<file path="src/rtl/uart_tx_arbiter.sv">
// Round-robin arbiter that shares one UART transmitter among NUM_REQ byte
// producers: grants, pulses transmit, tracks busy and reports frame completion.
module uart_tx_arbiter #(
    parameter int NUM_REQ       = 4,
    parameter int PULSE_CYCLES  = 2,
    parameter int START_TIMEOUT = 16,
    parameter int GAP_CYCLES    = 0
) (
    input  logic                 clk,
    input  logic                 reset,
    input  logic [NUM_REQ-1:0]   req_i,
    input  logic [8*NUM_REQ-1:0] req_data_i,
    output logic [NUM_REQ-1:0]   ack_o,
    output logic [NUM_REQ-1:0]   done_o,
    output logic                 tx_transmit_o,
    output logic [7:0]           tx_data_o,
    input  logic                 tx_busy_i,
    output logic [2:0]           owner_o,
    output logic                 error_o
);
    localparam int CMAX_PT = (PULSE_CYCLES > START_TIMEOUT) ? PULSE_CYCLES : START_TIMEOUT;
    localparam int CMAX    = (CMAX_PT > GAP_CYCLES) ? CMAX_PT : GAP_CYCLES;
    localparam int CW      = $clog2(CMAX + 1) + 1;
    localparam logic [CW-1:0] PULSE_N  = CW'(PULSE_CYCLES);
    localparam logic [CW-1:0] TMO_LAST = CW'(START_TIMEOUT - 1);
    localparam logic [CW-1:0] GAP_N    = CW'(GAP_CYCLES);
    localparam logic [2:0]    LAST_IDX = 3'(NUM_REQ - 1);

    typedef enum logic [2:0] {IDLE, LAUNCH, WAIT_BUSY, WAIT_DONE, GAP} state_t;

    state_t             state_q, state_d;
    logic [CW-1:0]      cnt_q, cnt_d;
    logic [2:0]         ptr_q, ptr_d;
    logic [2:0]         owner_q, owner_d;
    logic [7:0]         data_q, data_d;
    logic [NUM_REQ-1:0] ack_q, ack_d;
    logic [NUM_REQ-1:0] done_q, done_d;
    logic               xmit_q, xmit_d;
    logic               err_q, err_d;

    logic               found;
    logic [2:0]         win;
    int                 rr_idx;
    logic [NUM_REQ-1:0] win_oh, owner_oh;
    logic [7:0]         win_data;
    logic [2:0]         nxt_ptr;

    // Scan ptr, ptr+1, ... wrapping at NUM_REQ; first active request wins.
    always_comb begin
        found  = 1'b0;
        win    = ptr_q;
        rr_idx = 0;
        for (int i = 0; i < NUM_REQ; i++) begin
            rr_idx = int'(ptr_q) + i;
            if (rr_idx >= NUM_REQ) rr_idx = rr_idx - NUM_REQ;
            for (int k = 0; k < NUM_REQ; k++) begin
                if (!found && k == rr_idx && req_i[k]) begin
                    found = 1'b1;
                    win   = 3'(k);
                end
            end
        end
    end

    always_comb begin
        win_oh   = '0;
        owner_oh = '0;
        win_data = '0;
        for (int k = 0; k < NUM_REQ; k++) begin
            win_oh[k]   = (win == 3'(k));
            owner_oh[k] = (owner_q == 3'(k));
            if (win == 3'(k)) win_data = req_data_i[8*k +: 8];
        end
        nxt_ptr = (owner_q >= LAST_IDX) ? 3'd0 : owner_q + 3'd1;
    end

    always_comb begin
        state_d = state_q;
        cnt_d   = cnt_q;
        ptr_d   = ptr_q;
        owner_d = owner_q;
        data_d  = data_q;
        ack_d   = '0;
        done_d  = '0;
        xmit_d  = 1'b0;
        err_d   = err_q;
        unique case (state_q)
            IDLE: begin
                if (found && !tx_busy_i) begin
                    data_d  = win_data;
                    owner_d = win;
                    ack_d   = win_oh;
                    cnt_d   = '0;
                    state_d = LAUNCH;
                end
            end
            LAUNCH: begin
                if (cnt_q < PULSE_N) begin
                    xmit_d = 1'b1;
                    cnt_d  = cnt_q + CW'(1);
                end else begin
                    cnt_d   = '0;
                    state_d = WAIT_BUSY;
                end
            end
            WAIT_BUSY: begin
                if (tx_busy_i) begin
                    cnt_d   = '0;
                    state_d = WAIT_DONE;
                end else if (cnt_q >= TMO_LAST) begin
                    // Transmitter never started: abort this frame but keep serving.
                    err_d   = 1'b1;
                    done_d  = owner_oh;
                    ptr_d   = nxt_ptr;
                    cnt_d   = '0;
                    state_d = GAP;
                end else begin
                    cnt_d = cnt_q + CW'(1);
                end
            end
            WAIT_DONE: begin
                if (!tx_busy_i) begin
                    done_d  = owner_oh;
                    ptr_d   = nxt_ptr;
                    cnt_d   = '0;
                    state_d = GAP;
                end
            end
            GAP: begin
                if (cnt_q >= GAP_N) begin
                    cnt_d   = '0;
                    state_d = IDLE;
                end else begin
                    cnt_d = cnt_q + CW'(1);
                end
            end
            default: state_d = IDLE;
        endcase
    end

    always_ff @(posedge clk or negedge reset) begin
        if (!reset) begin
            state_q <= IDLE;
            cnt_q   <= '0;
            ptr_q   <= '0;
            owner_q <= '0;
            data_q  <= '0;
            ack_q   <= '0;
            done_q  <= '0;
            xmit_q  <= 1'b0;
            err_q   <= 1'b0;
        end else begin
            state_q <= state_d;
            cnt_q   <= cnt_d;
            ptr_q   <= ptr_d;
            owner_q <= owner_d;
            data_q  <= data_d;
            ack_q   <= ack_d;
            done_q  <= done_d;
            xmit_q  <= xmit_d;
            err_q   <= err_d;
        end
    end

    assign ack_o         = ack_q;
    assign done_o        = done_q;
    assign tx_transmit_o = xmit_q;
    assign tx_data_o     = data_q;
    assign owner_o       = owner_q;
    assign error_o       = err_q;
endmodule
</file>
<file path="config.mk">
export PLATFORM = sky130hd
export DESIGN_NAME = uart_tx_arbiter
export DESIGN_NICKNAME = d
export VERILOG_FILES = /design/src/rtl/uart_tx_arbiter.sv
export SDC_FILE = /design/constraint.sdc
export NUM_CORES = 1
export LEC_CHECK = 0
export ABC_AREA = 1
export BUFFER_PORTS_ARGS = -buffer_cell sky130_fd_sc_hd__buf_2
export CAP_MARGIN = 0
export CORE_MARGIN = 1
export CORE_UTILIZATION = 50
export DETAILED_ROUTE_END_ITERATION = 7
export GPL_TIMING_DRIVEN = 0
export HOLD_SLACK_MARGIN = 0.02
export PLACE_DENSITY = 0.85
export SLEW_MARGIN = 20
export SYNTH_ARGS = -nofsm -noshare
export SYNTH_HDL_FRONTEND = slang
export SYNTH_SLANG_ARGS = --single-unit
</file>
<file path="constraint.sdc">
create_clock -name clk -period 2.4 [get_ports clk]
set_input_delay 0.24 -clock clk [delete_from_list [all_inputs] [get_ports clk]]
set_output_delay 0.24 -clock clk [all_outputs]
set_load 0.02 [all_outputs]
</file>
---- Word-level counts from Yosys, hierarchy flattened ----
Cells that the tools add are included.
word-level totals
  bits in registers ....................... 33
  input bits .............................. 39
  output and inout port bits .............. 21
  word-level logic and storage cells ...... 185
cells by class
  $add $sub $neg .......................... 9
  order comparisons ....................... 8
  equal/unequal tests ..................... 29
  multiplexer cells ....................... 67
  bitwise gates (word level) .............. 1
  reductions and logical operators ........ 62
operators by type and width
  cell                   count
  $eq A3 B32 Y1 const A  8
  $eq A2 B32 Y1 const A  4
  $logic_not A32 Y1      4
  $mux W32               4
  $mux W3                26
  $mux W6                6
  $logic_and A1 B1 Y1    32
  $mux W8                4
  $pmux W6 S5            1
  $mux W4                5
  $eq A3 B2 Y1 const B   6
  $mux W1                18
  $logic_not A1 Y1       16
  $pmux W3 S5            1
  $sub A4 B3 Y5 const B  3
  $ge A4 B3 Y1 const B   3
  $ne A2 B2 Y1 const B   6
  $eq A3 B1 Y1 const B   3
  $logic_not A3 Y1       3
  $add A3 B2 Y4 const B  2
  $pmux W4 S2            1
  $add A6 B1 Y6 const B  1
  $ge A6 B1 Y1 const B   1
  $ge A6 B4 Y1 const B   1
  16 further kinds       17

---- Depth between registers and ports, before layout ----
  word-level depth ........................ 70
  depth in mapped cells ................... 19
  gate-level depth less buffers ........... 18

---- Worst setup path before layout ----
Ideal clock, no wire load.
  kind .................................... register to register
  start point ............................. register ptr_q[0]
  end point ............................... register data_q[0], in the netlist tx_data_o[0]
  setup time .............................. 124 ps
  data arrival time ....................... 1,988 ps
  required time ........................... 2,276 ps
  setup slack ............................. 288 ps
  cell stages (with the launch flop) ...... 16
  path buffers ............................ 1
  period minus slack after synthesis ...... 2,112 ps
  path through ............................ dfrtp_1 -> buf_4 -> nand3_1 -> nand2_1 -> nor2_8 -> nand4_4 -> nor2_2 -> nand4_2 -> nor2_4 -> nand4_4 -> nand2_4 -> nand4_4 -> nor2_1 -> nor2_1 -> nand2_1 -> nand3_1
on the way
  longest elaborated chain between the ends .. 70
  elaborated cells on any way between the ends .. 119
  classes of those cells .................. add/sub (7); order compare (4); eq/ne (15); mux (40); reduce/logical (53)
ends and longest elaborated chain
  what                                                  line  text
  start: declaration                                    33    logic [2:0] ptr_q, ptr_d;
  start signal: assignment                              155   ptr_q <= ptr_d;
  $sub A3 B3 Y4 / $ge A3 B3 Y1 (equally long branches)  55    if (rr_idx >= NUM_REQ) rr_idx = rr_idx - NUM_REQ;
  $mux W32                                              55
  $logic_not A32 Y1                                     57    if (!found && k == rr_idx && req_i[k]) begin
  $logic_and A1 B1 Y1                                   57
  $mux W1                                               57
  $logic_not A1 Y1                                      57
  $logic_and A1 B1 Y1 (2 in a row)                      57
  $mux W1                                               57
  [48 not listed]                                       -
  $logic_not A1 Y1                                      57
  $logic_and A1 B1 Y1 (2 in a row)                      57
  $mux W1                                               57
  $logic_not A1 Y1                                      57
  $logic_and A1 B1 Y1 (2 in a row)                      57
  $mux W3                                               57
  $logic_not A3 Y1                                      72    if (win == 3'(k)) win_data = req_data_i[8*k +: 8];
  $mux W8 (4 in a row)                                  72
  end signal: assignment                                157   data_q <= data_d;
  end: declaration                                      35    logic [7:0] data_q, data_d;
Parallel ways exist; a longest one is shown, timed or not.
A chain may end at the register's enable or synchronous reset.

---- Worst setup path in the final report ----
  start point ............................. register ptr_q[0]
  end point ............................... register data_q[1], in the netlist tx_data_o[1]
The elaborated chain is that of the path after synthesis.

==> run summary <==
The logs give 0 for the final hold violation count and 0 for the number of antenna-violating nets in the routed design. Net count after synthesis: 350. The worst setup path is launched from a flop. The logs give 347 for the filler cell count and 0.00478 ns for the worst clock skew.

For this run, the post-layout net count is 425. Share of total power consumed by net switching: 0.505. The later pin in the worst-skew pair is clocked with a latency of 0.29 ns. The share of synthesized area occupied by flip-flops and latches was 0.368. The area enclosed by the die boundary is 4760 µm². The repair_antennas step left the layout with diodes totalling 0. The post-route fraction of the period consumed by the critical path is 0.990, and the flop and latch count out of synthesis is 33. The run finished with clean final reports. The number of warnings issued by yosys was 0; the max-capacitance violation count was 0. A synthesized cell averages 7.36 µm².

The logs give 2230 for the total number of vias and 5480 µm for the routed wire length. The number of endpoints failing setup at the final stage is 0, and the overall overflow remaining after global route is 0. At the pin with the least slew margin, the transition time is 0.718 ns. The category of the worst setup path capture point was a flop. Synthesis handed over a netlist of 305 instances. The number of iterations in the first detailed-routing pass was 4; the final count of pins violating max slew was 0. The worst voltage drop across the vdd grid was 0.000801 V. The first global-routing pass estimated 8550 µm of wire. The tools report the number of buffers created by CTS as 5.

Of all nets on the critical path, the largest fanout is 10. Routability-driven placement finished with a final weighted congestion of 0.852. The final cell count without fillers came out at 432. Type of the tightest min-delay check: primary input to async pin. The initial detailed-routing violation count is 124.

Using the TritonRoute via totals, the vias-per-cell ratio works out to 5.16. Internal power of the cells: 1.96 mW. For the post-DP HPWL, the log shows 3900 µm. Counting tap cells, the placed design contains a total of 416 instances.

The fraction of power consumed by the clock network is 0.105. The clock period minus final worst setup slack is 2.38 ns. Power spread over the standard cell area amounts to 1340 nW/µm². The clock edge transition at the registers on the reported setup and hold paths was 0.06 ns. The relative slew slack is 0.521, and the initial cell density of the core is 0.519. The clock tree synthesis step divided the H-tree into 2 levels. The logs give 2065 for the via count of the first global-routing pass and 0.223 for the portion of total power attributed to sequential cells. The final-layout setup total negative slack is 0 ns, and the number of primary I/O pins is 60. Entering global routing, the biggest net connects 34 pins. The total routing resource utilization after global routing was 0.223. The root buffer cell chosen for the clock tree is sky130_fd_sc_hd__clkbuf_8. TritonCTS built the clock tree.

The category of the most critical setup path was flop to flop. The average wire length per cell after detail routing was 12.7 µm; the number of distinct standard cells referenced by the synthesized netlist was 32. In this run the horizontal extent of the chip is 69 µm. The worst endpoint data arrival time came out at 2.55 ns. The run gives 0.672 as the proportion of power drawn by combinational gates. The number of buffers added on ports was 59; the number of placement rows was 24. The clock passes through at most 2 buffers. The mapped netlist covers 2240 µm².

The share of the core filled with cells in the final layout came out at 0.683. Compared with the post-synthesis result, the final layout area differs by 31.6%. Setup repair after global routing could not meet its margin everywhere. From bottom edge to top edge, the die measures 69 µm. Clock tree synthesis found a total of 33 sinks. In this run the static leakage power is 1.55 nW. The fraction of layout instances using a drive strength above 1 was 0.358; the maximum clock frequency was 421 MHz.

For this design the total switching power over the nets is 2.00 mW. The required time at the endpoint of the critical path came out at 2.57 ns. The number of antenna violations at the first check in global routing was 0; the remaining design rule violation count was 0. The floorplan step defined a core boundary enclosing 4320 µm².
## cell type report
class / count / area [µm²] / share of cell area
buffer: 2 / 18.8 / 0.00635
multi-input combinational: 213 / 1370 / 0.463
clock buffer: 7 / 86.3 / 0.0292
tap: 52 / 65.1 / 0.0220
sequential: 33 / 827 / 0.280
timing repair buffer: 68 / 374 / 0.127
inverter: 57 / 216 / 0.0733
## cell usage after synthesis (all sizes together)
cell type | n | area (µm²)
nor3 | 8 | 40.0
a31o | 1 | 8.76
xnor2 | 1 | 8.76
a21oi | 4 | 20.0
nand2 | 70 | 308
xor2 | 1 | 8.76
dfrtp | 33 | 826
o21ai | 15 | 78.8
nand3b | 2 | 15.0
o22ai | 2 | 12.5
nor3b | 2 | 15.0
nand4 | 11 | 139
ha | 6 | 75.1
o31ai | 2 | 15.0
o211ai | 5 | 37.5
inv | 57 | 214
nor2 | 54 | 246
nand3 | 26 | 145
or2 | 3 | 18.8
buf | 2 | 12.5
## power groups by stage
stage	Sequential, mW	Clock [mW]	Combinational, mW
after global placement	0.866	0	2.06
after floorplan	0.980	0	1.52
after detailed placement	0.869	0	2.13
after CTS	0.863	0.420	2.15
final	0.882	0.415	2.66
after global routing	0.900	0.445	2.93
## critical path: stages, from the launching register on
cell and delay, ns:
sky130_fd_sc_hd__dfrtp_1 0.34, sky130_fd_sc_hd__buf_6 0.15, sky130_fd_sc_hd__nor2_4 0.06, sky130_fd_sc_hd__nand2_2 0.10, sky130_fd_sc_hd__nand2_4 0.07, sky130_fd_sc_hd__nor2_8 0.16
sky130_fd_sc_hd__nand4_4 0.12, sky130_fd_sc_hd__nor2_4 0.16, sky130_fd_sc_hd__nand4_4 0.09, sky130_fd_sc_hd__nor2_4 0.20, sky130_fd_sc_hd__nand4_1 0.18, sky130_fd_sc_hd__nand2_2 0.14
sky130_fd_sc_hd__nor2_4 0.06, sky130_fd_sc_hd__buf_4 0.17, sky130_fd_sc_hd__nand2_2 0.09, sky130_fd_sc_hd__nor2_1 0.05, sky130_fd_sc_hd__nand2_1 0.06, sky130_fd_sc_hd__nand3_1 0.06
## through the flow
step	power, mW	hold slack, ns	worst slack, ns	instance area, µm²
floorplan	2.50	-0.0556	0.288	2240
global placement	2.93	0.327	0.0610	2610
detailed placement	3.00	0.342	0.00407	2610
CTS	3.43	0.0376	-0.00900	2690
global route	4.27	0.0658	-0.172	2950
finish	3.95	0.00587	0.0246	2950
## repair_timing
action / 4_1_cts / 5_1_grt
setup endpoints to repair: 1 / 15
hold buffers: 0 / 0
setup buffers: 0 / 9
pin swaps: 0 / 16
gates resized for setup: 0 / 45
## routing by layer
metal	part of all wire	wire (µm)	GRT usage	vias to the layer above
met5	0	0	0	-
met4	0.015	84	0.0794	0
met3	0.064	349	0.0599	15
met2	0.48	2640	0.379	95
met1	0.44	2400	0.271	1000
li1	-	-	-	1120
## path summary, 6_finish.rpt
check                                    start  depth (start not counted)  slack (ns)            to
max in group asynchronous                reset                          1        1.89      ptr_q[1]
worst max-delay path                  ptr_q[0]                         17        0.02  tx_data_o[1]
worst min-delay path                     reset                          1       0.006  tx_data_o[2]
worst min register to register         error_o                          1        0.47       error_o
min in group clk                req_data_i[24]                          3        0.17  tx_data_o[0]
worst max register to register        ptr_q[0]                         17        0.02  tx_data_o[1]
## cell usage in the layout (no fill, tap or decap), types with 2 or more instances in the layout
cell type,n
sky130_fd_sc_hd__a21oi_1,4
sky130_fd_sc_hd__buf_2,59
sky130_fd_sc_hd__buf_4,7
sky130_fd_sc_hd__buf_6,4
sky130_fd_sc_hd__clkbuf_8,6
sky130_fd_sc_hd__dfrtp_1,32
sky130_fd_sc_hd__ha_1,6
sky130_fd_sc_hd__inv_1,52
sky130_fd_sc_hd__inv_2,4
sky130_fd_sc_hd__nand2_1,57
sky130_fd_sc_hd__nand2_2,7
sky130_fd_sc_hd__nand2_4,5
sky130_fd_sc_hd__nand3_1,18
sky130_fd_sc_hd__nand3_2,6
sky130_fd_sc_hd__nand3_4,2
sky130_fd_sc_hd__nand3b_1,2
sky130_fd_sc_hd__nand4_1,4
sky130_fd_sc_hd__nand4_4,6
sky130_fd_sc_hd__nor2_1,38
sky130_fd_sc_hd__nor2_2,7
sky130_fd_sc_hd__nor2_4,8
sky130_fd_sc_hd__nor3_1,7
sky130_fd_sc_hd__o211ai_1,5
sky130_fd_sc_hd__o21ai_0,11
sky130_fd_sc_hd__o21ai_2,2
sky130_fd_sc_hd__o31ai_1,2
sky130_fd_sc_hd__or2_2,3
## sequential cells by signal, indices dropped and copies added (netlist names)
name / count
tx_transmit_o: 1
state_q: 3
owner_o: 3
ptr_q: 3
ack_o: 4
tx_data_o: 8
cnt_q: 6
done_o: 4
error_o: 1
## logic make-up (layout without fill, tap and decap cells)
| group | Yosys count | in the layout | share of synthesized area |
|---|---|---|---|
| xor gates and xnor gates | 2 | 2 | 0.00781 |
| buffers and inverters | 59 | 134 | 0.101 |
| and+or+nand+nor | 176 | 176 | 0.413 |
| DFF | 33 | 33 | 0.368 |
| AOI/OAI and AO/OA | 29 | 29 | 0.0769 |
| adders and majority gates | 6 | 6 | 0.0334 |
No activity file was read; power rests on OpenSTA's default activity.
